**src/rtl/io_responder_if.sv**
```systemverilog
// rtl/io_responder_if.sv - request/completion bus between the control unit and the IO responder
interface io_responder_if;
  logic        IORead;
  logic        IOWrite;
  logic [9:0]  io_addr;
  logic [31:0] io_wdata;
  logic [31:0] io_rdata;
  logic        io_ready;
  logic        io_err;

  modport master (
    output IORead, IOWrite, io_addr, io_wdata,
    input  io_rdata, io_ready, io_err
  );

  modport slave (
    input  IORead, IOWrite, io_addr, io_wdata,
    output io_rdata, io_ready, io_err
  );
endinterface

```
**src/rtl/io_responder.sv**
```systemverilog
// rtl/io_responder.sv - memory-mapped LED, switch and timer responder with one-cycle completion strobe
// Define IO_WAIT_STATE_EN to insert two wait cycles between acceptance and completion.
module io_responder #(
  parameter int LED_W = 24,
  parameter int SW_W  = 24
) (
  input  logic             clock,
  input  logic             reset,
  io_responder_if.slave    bus,
  input  logic [SW_W-1:0]  switch_in,
  output logic [LED_W-1:0] led_out
);

  typedef enum logic [1:0] {IDLE, WAIT, DONE} state_t;

  state_t            state_q, state_d;
  logic              rd_q, rd_d;
  logic              wr_q, wr_d;
  logic [9:0]        addr_q, addr_d;
  logic [31:0]       wdata_q, wdata_d;
  logic              wcnt_q, wcnt_d;
  logic [LED_W-1:0]  led_q, led_d;
  logic [31:0]       tcnt_q, tcnt_d;
  logic              run_q, run_d;

  logic              hit_led, hit_sw, hit_tcnt, hit_tctrl;
  logic              fault, commit;
  logic [31:0]       led_ext, sw_ext, rd_mux;

  // Decode works only from the latched request so late bus changes cannot alter an access.
  always_comb begin
    hit_led   = (addr_q == 10'h060);
    hit_sw    = (addr_q == 10'h070);
    hit_tcnt  = (addr_q == 10'h080);
    hit_tctrl = (addr_q == 10'h084);
    fault     = (rd_q & wr_q) | (addr_q[1:0] != 2'b00) |
                ~(hit_led | hit_sw | hit_tcnt | hit_tctrl) | (wr_q & hit_sw);
    led_ext              = '0;
    led_ext[LED_W-1:0]   = led_q;
    sw_ext               = '0;
    sw_ext[SW_W-1:0]     = switch_in;
    rd_mux               = '0;
    if (hit_led)        rd_mux = led_ext;
    else if (hit_sw)    rd_mux = sw_ext;
    else if (hit_tcnt)  rd_mux = tcnt_q;
    else if (hit_tctrl) rd_mux = {31'd0, run_q};
  end

  always_comb begin
    state_d      = state_q;
    rd_d         = rd_q;
    wr_d         = wr_q;
    addr_d       = addr_q;
    wdata_d      = wdata_q;
    wcnt_d       = wcnt_q;
    commit       = 1'b0;
    bus.io_ready = 1'b0;
    bus.io_err   = 1'b0;
    bus.io_rdata = '0;
    case (state_q)
      IDLE: begin
        if (bus.IORead | bus.IOWrite) begin
          rd_d    = bus.IORead;
          wr_d    = bus.IOWrite;
          addr_d  = bus.io_addr;
          wdata_d = bus.io_wdata;
`ifdef IO_WAIT_STATE_EN
          state_d = WAIT;
          wcnt_d  = 1'b0;
`else
          state_d = DONE;
`endif
        end
      end
      WAIT: begin
        if (wcnt_q) state_d = DONE;
        else        wcnt_d  = 1'b1;
      end
      DONE: begin
        state_d      = IDLE;
        bus.io_ready = 1'b1;
        bus.io_err   = fault;
        if (!fault && rd_q) bus.io_rdata = rd_mux;
        commit       = !fault && wr_q;
      end
      default: state_d = IDLE;
    endcase
  end

  // A committed TCNT write overrides the free-running increment on the same edge.
  always_comb begin
    led_d  = led_q;
    run_d  = run_q;
    tcnt_d = run_q ? (tcnt_q + 32'd1) : tcnt_q;
    if (commit) begin
      if (hit_led)   led_d  = wdata_q[LED_W-1:0];
      if (hit_tcnt)  tcnt_d = wdata_q;
      if (hit_tctrl) run_d  = wdata_q[0];
    end
  end

  always_ff @(posedge clock) begin
    if (reset) begin
      state_q <= IDLE;
      rd_q    <= 1'b0;
      wr_q    <= 1'b0;
      addr_q  <= '0;
      wdata_q <= '0;
      wcnt_q  <= 1'b0;
      led_q   <= '0;
      tcnt_q  <= '0;
      run_q   <= 1'b0;
    end else begin
      state_q <= state_d;
      rd_q    <= rd_d;
      wr_q    <= wr_d;
      addr_q  <= addr_d;
      wdata_q <= wdata_d;
      wcnt_q  <= wcnt_d;
      led_q   <= led_d;
      tcnt_q  <= tcnt_d;
      run_q   <= run_d;
    end
  end

  assign led_out = led_q;

endmodule

```
**src/flat_wrapper.sv**
```systemverilog
// flat-port wrapper written by rule: the top's interface ports become plain ports
module io_responder_flat 
#(
  parameter int LED_W = 24,
  parameter int SW_W  = 24
)
  (clock, reset, switch_in, led_out, bus_IORead, bus_IOWrite, bus_io_addr, bus_io_wdata, bus_io_rdata, bus_io_ready, bus_io_err);
  io_responder_if bus_i ();
  input  logic clock;
  input  logic reset;
  input  logic [SW_W-1:0] switch_in;
  output logic [LED_W-1:0] led_out;
  input wire logic [$bits(bus_i.IORead)-1:0] bus_IORead;
  input wire logic [$bits(bus_i.IOWrite)-1:0] bus_IOWrite;
  input wire logic [$bits(bus_i.io_addr)-1:0] bus_io_addr;
  input wire logic [$bits(bus_i.io_wdata)-1:0] bus_io_wdata;
  output wire logic [$bits(bus_i.io_rdata)-1:0] bus_io_rdata;
  output wire logic [$bits(bus_i.io_ready)-1:0] bus_io_ready;
  output wire logic [$bits(bus_i.io_err)-1:0] bus_io_err;
  assign bus_i.IORead = bus_IORead;
  assign bus_i.IOWrite = bus_IOWrite;
  assign bus_i.io_addr = bus_io_addr;
  assign bus_i.io_wdata = bus_io_wdata;
  assign bus_io_rdata = bus_i.io_rdata;
  assign bus_io_ready = bus_i.io_ready;
  assign bus_io_err = bus_i.io_err;
  io_responder #(.LED_W(LED_W), .SW_W(SW_W)) u_core (.clock(clock), .reset(reset), .bus(bus_i), .switch_in(switch_in), .led_out(led_out));
endmodule
```
**config.mk**
```make
export PLATFORM = sky130hd
export DESIGN_NAME = io_responder_flat
export DESIGN_NICKNAME = d
export VERILOG_FILES = /design/src/rtl/io_responder_if.sv /design/src/rtl/io_responder.sv /design/src/flat_wrapper.sv
export SDC_FILE = /design/constraint.sdc
export NUM_CORES = 1
export LEC_CHECK = 0
export BUFFER_PORTS_ARGS = -buffer_cell sky130_fd_sc_hd__buf_2
export CELL_PAD_IN_SITES_DETAIL_PLACEMENT = 0
export CELL_PAD_IN_SITES_GLOBAL_PLACEMENT = 1
export CORE_MARGIN = 1.5
export CORE_UTILIZATION = 42
export DETAILED_ROUTE_END_ITERATION = 8
export PLACE_DENSITY = 0.83
export REMOVE_ABC_BUFFERS = 1
export SYNTH_ARGS = -nofsm -noshare
export SYNTH_HDL_FRONTEND = slang
export SYNTH_SLANG_ARGS = --single-unit
```
**constraint.sdc**
```tcl
create_clock -name clock -period 4.64 [get_ports clock]
set_input_delay 0.928 -clock clock [delete_from_list [all_inputs] [get_ports clock]]
set_output_delay 0.928 -clock clock [all_outputs]
set_load 0.1 [all_outputs]
```
## Yosys cells after proc, flatten, opt, wreduce, memory -nomap -nowiden

Index checks and enable logic that the tools add are counted.

| word-level totals | value |
|---|---|
| bits in latches | 0 |
| bits in read-only memories | 0 |
| register bits after elaboration | 104 |
| bits of input ports | 70 |
| memory bits (writable) | 0 |
| word-level logic and storage cells | 52 |
| output and inout bits | 58 |
| memories | 0 |

| cells by class | value |
|---|---|
| add/sub/neg operators | 1 |
| shift-type cells | 0 |
| $mul | 0 |
| multiplexer cells | 15 |
| reduce and logical (&&, ||, !) cells | 9 |
| $lt $le $gt $ge | 0 |
| divide/modulo/power cells | 0 |
| bitwise gates (word level) | 10 |
| equal/unequal tests | 8 |

Operator list:

| cell | number |
|---|---|
| 32-bit two-way mux | 8 |
| 32-bit by 1-bit adder with 32-bit output, second input constant | 1 |
| 10-bit by 7-bit == test with 1-bit output, second input constant | 2 |
| 10-bit by 8-bit == test with 1-bit output, second input constant | 2 |
| 2-bit AND reduction | 4 |
| 1-bit OR | 7 |
| 1-bit two-way mux | 4 |
| 2-bit two-way mux | 2 |
| 2-bit by 1-bit inequality test with 1-bit output, second input constant | 2 |
| 2-bit case mux with 2 select lines | 1 |
| 1-bit AND | 2 |
| 2-bit by 1-bit == test with 1-bit output, second input constant | 1 |
| 2-bit == test, second input constant | 1 |
| 1-bit logical AND | 2 |
| 2-bit zero test | 1 |
| 2-bit nonzero test | 1 |
| 1-bit zero test | 1 |
| 1-bit NOT | 1 |

## Depth between registers and ports, before layout

Gate-level depths: netlist (run 1).

| depth | value |
|---|---|
| depth after elaboration | 11 |
| gate-level depth with buffers | 8 |
| gate-level depth less buffers | 6 |

## Worst setup path after synthesis (run 1)

Ideal clock, no wire load.

| timing | value |
|---|---|
| kind | reg2out |
| start point | register u_core.state_q[1] |
| end point | output bus_io_rdata[0] |
| path slack | -0.191 ns |
| required time | 3.712 ns |
| arrival | 3.903 ns |
| buffers on the path | 1 |
| stages on the path, launching flop included | 5 |
| cells stage by stage | dfxtp_1 nand2_1 or3_1 buf_2 a211oi_1 |

| on the way | value |
|---|---|
| cells in the longest elaborated chain, start to end | 2 |

RTL lines:

| element | RTL line | RTL |
|---|---|---|
| start, declared | io_responder.sv:16 | `state_t state_q, state_d;` |
| start signal, assigned | io_responder.sv:114 | `state_q <= state_d;` |
| 2-bit == test | io_responder.sv:60 | `case (state_q)` |
| 32-bit two-way mux | io_responder.sv:60 |  |
| end, declared | flat_wrapper.sv:17 | `output wire logic [$bits(bus_i.io_rdata)-1:0] bus_io_rdata;` |

Every way passes these cells.

## Worst setup path in the final report (run 1)

| timing | value |
|---|---|
| start point | register u_core.addr_q[4] |
| end point | output bus_io_rdata[0] |

| on the way | value |
|---|---|
| cells in the longest elaborated chain, start to end | 11 |
| elaborated cells on any way between the ends | 19 |
| those cells by class | eq/ne (4); mux (6); bitwise (7); reduce/logical (2) |

RTL lines:

| element | RTL line | RTL |
|---|---|---|
| start, declared | io_responder.sv:19 | `logic [9:0] addr_q, addr_d;` |
| start signal, assigned | io_responder.sv:117 | `addr_q <= addr_d;` |
| 10-bit by 7-bit == test with 1-bit output (on tied branches) | io_responder.sv:32, io_responder.sv:33 |  |
| 1-bit OR (3 in a row) | io_responder.sv:37 | `~(hit_led \| hit_sw \| hit_tcnt \| hit_tctrl) \| (wr_q & hit_sw);` |
| 1-bit NOT | io_responder.sv:37 |  |
| 1-bit OR | io_responder.sv:36 | `fault = (rd_q & wr_q) \| (addr_q[1:0] != 2'b00) \|` |
| 1-bit OR | io_responder.sv:37 |  |
| 1-bit zero test | io_responder.sv:83 | `if (!fault && rd_q) bus.io_rdata = rd_mux;` |
| 1-bit logical AND | io_responder.sv:83 |  |
| 32-bit two-way mux * | io_responder.sv:83 |  |
| 32-bit two-way mux * | io_responder.sv:60 |  |

Mark *: on every way between the ends. The rest lies on a longest branch, timed or not.

==> results of run 1 <==
[worst min-delay path by stage]
stage	startpoint	endpoint	slack [ns]	cells past startpoint
floorplan	u_core.addr_q[8]	u_core.addr_q[8]	0.43	2
global placement	u_core.addr_q[8]	u_core.addr_q[8]	0.44	2
detailed placement	u_core.addr_q[8]	u_core.addr_q[8]	0.44	2
CTS	u_core.addr_q[8]	u_core.addr_q[8]	0.45	2
global route	u_core.addr_q[8]	u_core.addr_q[8]	0.48	2
finish	u_core.addr_q[8]	u_core.addr_q[8]	0.45	2
[logic make-up after synthesis]
family,Yosys count
compound gates,133
xor+xnor,25
fa+ha+maj,1
buf+inv,49
flops,102
mux,16
simple gates,289
[layout make-up]
class / count / area (um2)
Clock inverter: 7 / 105.1
Fill cell: 1123 / 5487
Inverter: 6 / 22.52
Clock buffer: 9 / 225.2
Timing Repair Buffer: 135 / 698.2
Multi-Input combinational cell: 464 / 2806
Tap cell: 143 / 178.9
Sequential cell: 102 / 2042
[stage by stage]
stage	instances	TNS, ns
2_1_floorplan	572	-0.4701
3_5_place_dp	850	0
6_report	866	0
5_1_grt	866	0
3_3_place_gp	850	0
4_1_cts	866	0
[cell usage in the layout (no fill, tap or decap), types with 7 or more instances in the layout]
master	instances
sky130_fd_sc_hd__xnor2_1	11
sky130_fd_sc_hd__mux2_2	14
sky130_fd_sc_hd__buf_4	9
sky130_fd_sc_hd__a211oi_2	26
sky130_fd_sc_hd__nand2_1	153
sky130_fd_sc_hd__dfxtp_1	102
sky130_fd_sc_hd__xor2_1	14
sky130_fd_sc_hd__clkbuf_16	9
sky130_fd_sc_hd__buf_2	126
sky130_fd_sc_hd__a21oi_1	69
sky130_fd_sc_hd__a222oi_1	10
sky130_fd_sc_hd__nor2_1	63
sky130_fd_sc_hd__nand3_1	7
sky130_fd_sc_hd__nand4_1	11
sky130_fd_sc_hd__and2_1	11
sky130_fd_sc_hd__a22oi_1	13
[state kept, by name, indices dropped and copies added (netlist names)]
signal,cells
u_core.addr_q,10
u_core.led_out,24
u_core.rd_q,1
u_core.run_q,1
u_core.state_q,1
u_core.tcnt_q,32
u_core.wdata_q,32
u_core.wr_q,1
[power breakdown]
group | internal, mW | total, mW | switching [mW]
clock network | 0.481 | 0.829 | 0.348
logic | 0.0570 | 0.159 | 0.102
registers | 0.904 | 0.927 | 0.0231
[worst register-to-register path, delay by kind of cell (launching register included)]
| family | cells | cell delay (ns) |
|---|---|---|
| AO/OA/AOI/OAI | 1 | 0.07 |
| buffers and inverters | 2 | 0.76 |
| flip-flops | 1 | 0.31 |
| AND/OR/NAND/NOR | 4 | 1.43 |
[Yosys cell counts (2+ instances only)]
master / instances
sky130_fd_sc_hd__nor4_1: 3
sky130_fd_sc_hd__a211oi_2: 26
sky130_fd_sc_hd__buf_6: 4
sky130_fd_sc_hd__mux2i_1: 2
sky130_fd_sc_hd__a311oi_2: 5
sky130_fd_sc_hd__dfxtp_1: 102
sky130_fd_sc_hd__a222oi_1: 10
sky130_fd_sc_hd__nand3_1: 7
sky130_fd_sc_hd__nand2_1: 153
sky130_fd_sc_hd__and2_1: 11
sky130_fd_sc_hd__buf_2: 7
sky130_fd_sc_hd__nand4_4: 2
sky130_fd_sc_hd__mux2_2: 14
sky130_fd_sc_hd__or2_2: 3
sky130_fd_sc_hd__o31ai_1: 2
sky130_fd_sc_hd__nor2_1: 64
sky130_fd_sc_hd__inv_1: 6
sky130_fd_sc_hd__clkbuf_1: 28
sky130_fd_sc_hd__nor4_4: 3
sky130_fd_sc_hd__a21oi_1: 69
sky130_fd_sc_hd__and3_1: 3
sky130_fd_sc_hd__o21ai_0: 3
sky130_fd_sc_hd__nor3_1: 6
sky130_fd_sc_hd__xnor2_1: 11
sky130_fd_sc_hd__a22oi_1: 13
sky130_fd_sc_hd__or3_1: 6
sky130_fd_sc_hd__buf_4: 3
sky130_fd_sc_hd__or4_1: 3
sky130_fd_sc_hd__and4_1: 3
sky130_fd_sc_hd__xor2_1: 14
sky130_fd_sc_hd__nand4_1: 11
[layer usage]
metal | share of wire (%) | global-route usage, % | vias up | wire length [um]
met1 | 45 | 28.82 | 2238 | 6362
met5 | 0 | 0 | - | 0
met3 | 5.6 | 2.839 | 11 | 794
li1 | - | - | 2344 | -
met4 | 0.97 | 5.738 | 0 | 138
met2 | 49 | 38.82 | 143 | 6894
==> implementation parameters, run 1 <==
Parameter                              Value

Yosys
  Seq/Total Area, Yosys    40.33%
  Gate Count Post-Synth    615
  Synthesis warning total    0
  Area share of xor/xnor cells in the synthesized design    4.324%
  Post-synth EDFFs    0
  Share of Yosys cell area claimed by the top area cell type    40.33%
  Combined area of all synthesized cells    5064 um2
  Largest cells by area after synthesis    sky130_fd_sc_hd__dfxtp_1 40%, sky130_fd_sc_hd__nand2_1 11%, sky130_fd_sc_hd__a21oi_1 6.8%
  Adder-cell share of the synthesized area    0.2471%
  Multiplexer share of the synthesized area    3.509%
  Share of the synthesized area in compound gates (AO/OA/AOI/OAI)    19.94%
  Synth unique cells    49
  Share of synthesized flip-flops with an asynchronous set or reset    0%
  Leading register cell type out of synthesis    sky130_fd_sc_hd__dfxtp_1
  Basic-gate share of the synthesized area counting and, or, nand and nor cells    27.03%
  Cell accounting for the most synthesized area    sky130_fd_sc_hd__dfxtp_1
  Flip-flop and latch count after synthesis    102
  Average cell area after synthesis    8.234 um2
  Combinational family with the most area after synthesis    simple AND/OR/NAND/NOR gates

Floorplanning
  Die W    112.8 um
  FP Rows    39
  Starting utilization of the core area    43.78%
  DIE HEIGHT    112.8 um
  Area inside the core boundary    11,560 um2
  Overall die area    12,720 um2
  Total I/O pin count    128

Worst setup path
  R2r worst-path depth    7
  Crit path from    u_core.addr_q[4]
  Worst-path cell chain    or4b_4 > nor2_2 > o21ai_1 > or3_1 > a211oi_1 > buf_2
  Slowest library cell on the worst path    sky130_fd_sc_hd__or3_1
  Arrival time reported for the critical path endpoint    3.06 ns
  Delay of the slowest cell on the worst path    0.73 ns
  End of the worst register-to-register path    u_core.tcnt_q[24]
  Kind of start point of the critical path    flip-flop
  Reg2reg start    u_core.addr_q[4]
  Register-to-Register Setup Slack    1.93 ns
  Kind of cell adding the most delay to the critical path    simple AND/OR/NAND/NOR gates
  Last element of the critical path    bus_io_rdata[0]
  Critical path buffer and inverter count    1
  Type of element capturing the critical path    output port
  Data required time of the critical path    3.71 ns
  Start-to-end type of the worst setup path    reg2out
  Number of gates on the worst path with buffers counted    6
  Biggest fanout along the worst timing path    24

Placement
  Port bufs    127
  Placed standard-cell area    5748 um2
  Worst slack at placement    1.025 ns
  Detailed Place HPWL    9462 um
  Routability Congestion    0.8275

STA
  Max-slew violation count    0
  Max-slew headroom    24.30%
  Worst hold slack    0.4505 ns
  Achievable frequency    250.5 MHz
  Final period util    86.03%
  Final setup violation count    0
  RSZ-0062 raised after global routing    no
  Worst Tran Pin Value    1.125 ns
  Worst setup skew after layout    0.01009 ns
  Setup ws final    0.6483 ns
  Count of final hold-check violations    0
  Min Tclk post-route    3.992 ns

Power
  Max IR drop VDD    0.2491 mV
  P per Cell Area    315.0 nW/um2
  Leak pwr    2.445 nW
  Power, Total    1.915 mW

Routing
  Detail-routed via count per cell    5.469
  Number of DRC violations after detailed routing    0
  Remaining number of nets flagged by the antenna check after routing    0
  Routed Wire Length    14,190 um
  DRC marker count from the first detailed-route iteration    326
  Iteration count of the initial detailed-routing pass    5
  Routed len/inst    16.39 um
  Total via count after detailed routing    4,736

GRT
  Overall track demand over capacity in global routing    22.13%
  Maximum number of pins on one net before global-route repair    74
  Number of antenna violations at the first check in global routing    0
  Remaining Overflow, GRT    0
  Number of global-route vias before repair    4,513
  First-pass GRT wire length    22,660 um

Min path
  Worst hold-check path type    reg2reg

Final layout
  Finished Core Util    52.56%
  P&R area growth vs syn    20.04%
  Proportion of layout cells with a drive suffix above 1    29.46%
  Final Cell Area    6078 um2
  Final net count    789
  Antenna diodes    0

Outcome
  Outcome    complete, no violations

CTS
  Number of resized instances in the post-cts repair step    0
  Clk buf depth    2
  Clock Latency Late Sink    0.34 ns
  Clock edge transition at the registers on the reported setup and hold paths    0.07 ns
  Clock root buffer    sky130_fd_sc_hd__clkbuf_16
  CTS H-tree lvls    3
  CTS sink cnt    102
  Buffer count from post-CTS setup fixing    0
  TritonCTS clock tree    done
  TritonCTS buffer count    9
  Number of buffers inserted for hold repair after clock tree synthesis    0

Run
  Max-cap check violation count    0
No activity file was read; power rests on OpenSTA's default activity.
==> run 2: changes to the inputs <==
RECOVER_POWER = 50   (was not set)
==> implementation parameters, run 2 (synthesized netlist as in run 1, its figures left out) <==
Parameter                              Value

Outcome
  Outcome    complete, but fails checks (was complete, no violations)
  Failing checks    capacitance limit, slew limit

CTS
  TritonCTS buffer count    9 (unchanged)
  CTS sink cnt    102 (unchanged)
  TritonCTS clock tree    done (unchanged)
  Clock Latency Late Sink    0.33 ns (was 0.34 ns)
  Clock root buffer    sky130_fd_sc_hd__clkbuf_16 (unchanged)
  Clk buf depth    2 (unchanged)
  Buffer count from post-CTS setup fixing    0 (unchanged)
  CTS H-tree lvls    3 (unchanged)
  Number of buffers inserted for hold repair after clock tree synthesis    0 (unchanged)
  Number of resized instances in the post-cts repair step    0 (unchanged)
  Clock edge transition at the registers on the reported setup and hold paths    0.07 ns (about the same)

GRT
  First-pass GRT wire length    22,660 um (unchanged)
  Overall track demand over capacity in global routing    22.13% (unchanged)
  Maximum number of pins on one net before global-route repair    74 (unchanged)
  Number of global-route vias before repair    4,513 (unchanged)
  Number of antenna violations at the first check in global routing    0 (unchanged)
  Remaining Overflow, GRT    0 (unchanged)

STA
  Worst Tran Pin Value    2.817 ns (was 1.125 ns)
  Final period util    87.80% (was 86.03%)
  RSZ-0062 raised after global routing    no (unchanged)
  Setup ws final    0.5663 ns (was 0.6483 ns)
  Final setup violation count    0 (unchanged)
  Worst setup skew after layout    0.009980 ns (was 0.01009 ns)
  Count of final hold-check violations    0 (unchanged)
  Max-slew violation count    46 (was 0)
  Max-slew headroom    -87.80% (was 24.30%)
  Achievable frequency    245.5 MHz (was 250.5 MHz)
  Min Tclk post-route    4.074 ns (was 3.992 ns)

Routing
  Routed Wire Length    14,160 um (was 14,190 um)
  Iteration count of the initial detailed-routing pass    6 (was 5)
  Routed len/inst    16.35 um (was 16.39 um)
  Remaining number of nets flagged by the antenna check after routing    0 (unchanged)
  DRC marker count from the first detailed-route iteration    291 (was 326)
  Number of DRC violations after detailed routing    0 (unchanged)
  Total via count after detailed routing    4,733 (was 4,736)
  Detail-routed via count per cell    5.465 (was 5.469)

Worst setup path
  Critical path buffer and inverter count    1 (unchanged)
  Worst-path cell chain    or4b_1 > nor2_1 > o21ai_1 > or3_1 > a211oi_1 > buf_2 (was or4b_4 > nor2_2 > o21ai_1 > or3_1 > a211oi_1 > buf_2)
  Slowest library cell on the worst path    sky130_fd_sc_hd__or3_1 (unchanged)
  Start-to-end type of the worst setup path    reg2out (unchanged)
  Data required time of the critical path    3.71 ns (about the same)
  Kind of start point of the critical path    flip-flop (unchanged)
  Biggest fanout along the worst timing path    24 (unchanged)
  Delay of the slowest cell on the worst path    0.73 ns (about the same)
  Kind of cell adding the most delay to the critical path    simple AND/OR/NAND/NOR gates (unchanged)
  Arrival time reported for the critical path endpoint    3.15 ns (was 3.06 ns)
  Type of element capturing the critical path    output port (unchanged)

Placement
  Detailed Place HPWL    9462 um (unchanged)
  Routability Congestion    0.8275 (unchanged)
  Worst slack at placement    1.025 ns (unchanged)
  Port bufs    127 (unchanged)
  Number of cells in the design after placement    850 (unchanged)
  Placed standard-cell area    5748 um2 (unchanged)

Power
  Proportion of total power due to net switching    24.46% (was 24.72%)
  Sw Pwr    0.4666 mW (was 0.4733 mW)
  Leak pwr    2.326 nW (was 2.445 nW)
  Sequential fraction of design power    48.6% (was 48.4%)
  Max IR drop VDD    0.2481 mV (was 0.2491 mV)
  Combinational Power Share    8.2% (was 8.3%)
  Part of the power in the clock network    43.2% (was 43.3%)
  Internal Power    1.441 mW (about the same)
  P per Cell Area    316.7 nW/um2 (was 315.0 nW/um2)

Floorplanning
  FP Rows    39 (unchanged)
  Total I/O pin count    128 (unchanged)
  DIE HEIGHT    112.8 um (unchanged)
  Die W    112.8 um (unchanged)
  Overall die area    12,720 um2 (unchanged)
  Area inside the core boundary    11,560 um2 (unchanged)
  Starting utilization of the core area    43.78% (unchanged)

Final layout
  Final Cell Area    6022 um2 (was 6078 um2)
  FILL cells    1,134 (was 1,123)
  Most frequent standard cell in the layout excluding fill and tap cells    sky130_fd_sc_hd__nand2_1 (unchanged)
  Post-route non-filler standard cell count    866 (unchanged)
  Final net count    789 (unchanged)
  Most frequent cells in the layout    154 x sky130_fd_sc_hd__nand2_1, 102 x sky130_fd_sc_hd__dfxtp_1, 100 x sky130_fd_sc_hd__buf_2 (was 153 x sky130_fd_sc_hd__nand2_1, 126 x sky130_fd_sc_hd__buf_2, 102 x sky130_fd_sc_hd__dfxtp_1)
  Antenna diodes    0 (unchanged)
  Proportion of layout cells with a drive suffix above 1    25.17% (was 29.46%)
  P&R area growth vs syn    18.93% (was 20.04%)

Run
  Max-cap check violation count    1 (was 0)

Min path
  Worst hold-check path type    reg2reg (unchanged)
run 2: cell count changes in the layout (fill, tap and decap cells not counted), sizes merged:
cell / change
buf: -26
clkbuf: +26
run 2: final cells by class:
type | count | area [um2] | share of cell area (%)
clock buffers | 9 | 225.2 | 3.740
clock inverters | 7 | 105.1 | 1.745
inverters | 6 | 22.52 | 0.3740
multi-input cells | 464 | 2783 | 46.21
flip-flops and latches | 102 | 2042 | 33.91
well taps | 143 | 178.9 | 2.971
repair buffers | 135 | 665.6 | 11.05
run 2: worst paths after layout:
kind	start	endpoint	slack, ns	depth (start not counted)
min	u_core.addr_q[8]	u_core.addr_q[8]	0.45	2
min reg2reg	u_core.addr_q[8]	u_core.addr_q[8]	0.45	2
max	u_core.addr_q[4]	bus_io_rdata[0]	0.57	6
max reg2reg	u_core.addr_q[4]	u_core.tcnt_q[24]	1.43	7
run 2: power by group through the flow:
stage          clock [mW]  sequential, mW  combinational [mW]
6_report            0.825           0.926               0.156
5_1_grt             0.878           0.930               0.172
4_1_cts             0.839           0.926               0.160
3_5_place_dp            0           0.947               0.159
3_3_place_gp            0           0.945               0.156
2_1_floorplan           0           0.948              0.0765
run 2: worst reg2reg max path: cells and delay by family, from the launching register on:
kind / cells / cell delay (ns)
flops: 1 / 0.31
simple gates: 4 / 1.80
buf+inv: 2 / 0.90
compound gates: 1 / 0.07
run 2: metrics by stage:
stage	util (%)	setup TNS, ns	power [mW]	hold WS, ns
floorplan	-	-0.4701	1.024	0.4251
global placement	49.70	0	1.102	0.4442
detailed placement	49.70	0	1.106	0.4429
CTS	52.56	0	1.925	0.4520
global route	52.07	0	1.980	0.4792
finish	52.07	0	1.907	0.4505
run 2: metal layers:
layer / up-vias / global-route usage [%] / part of all wire, %
li1: 2342 / - / -
met1: 2240 / 28.82 / 45
met3: 11 / 2.839 / 5.1
met4: 0 / 5.738 / 0.97
met5: - / 0 / 0
met2: 140 / 38.82 / 49
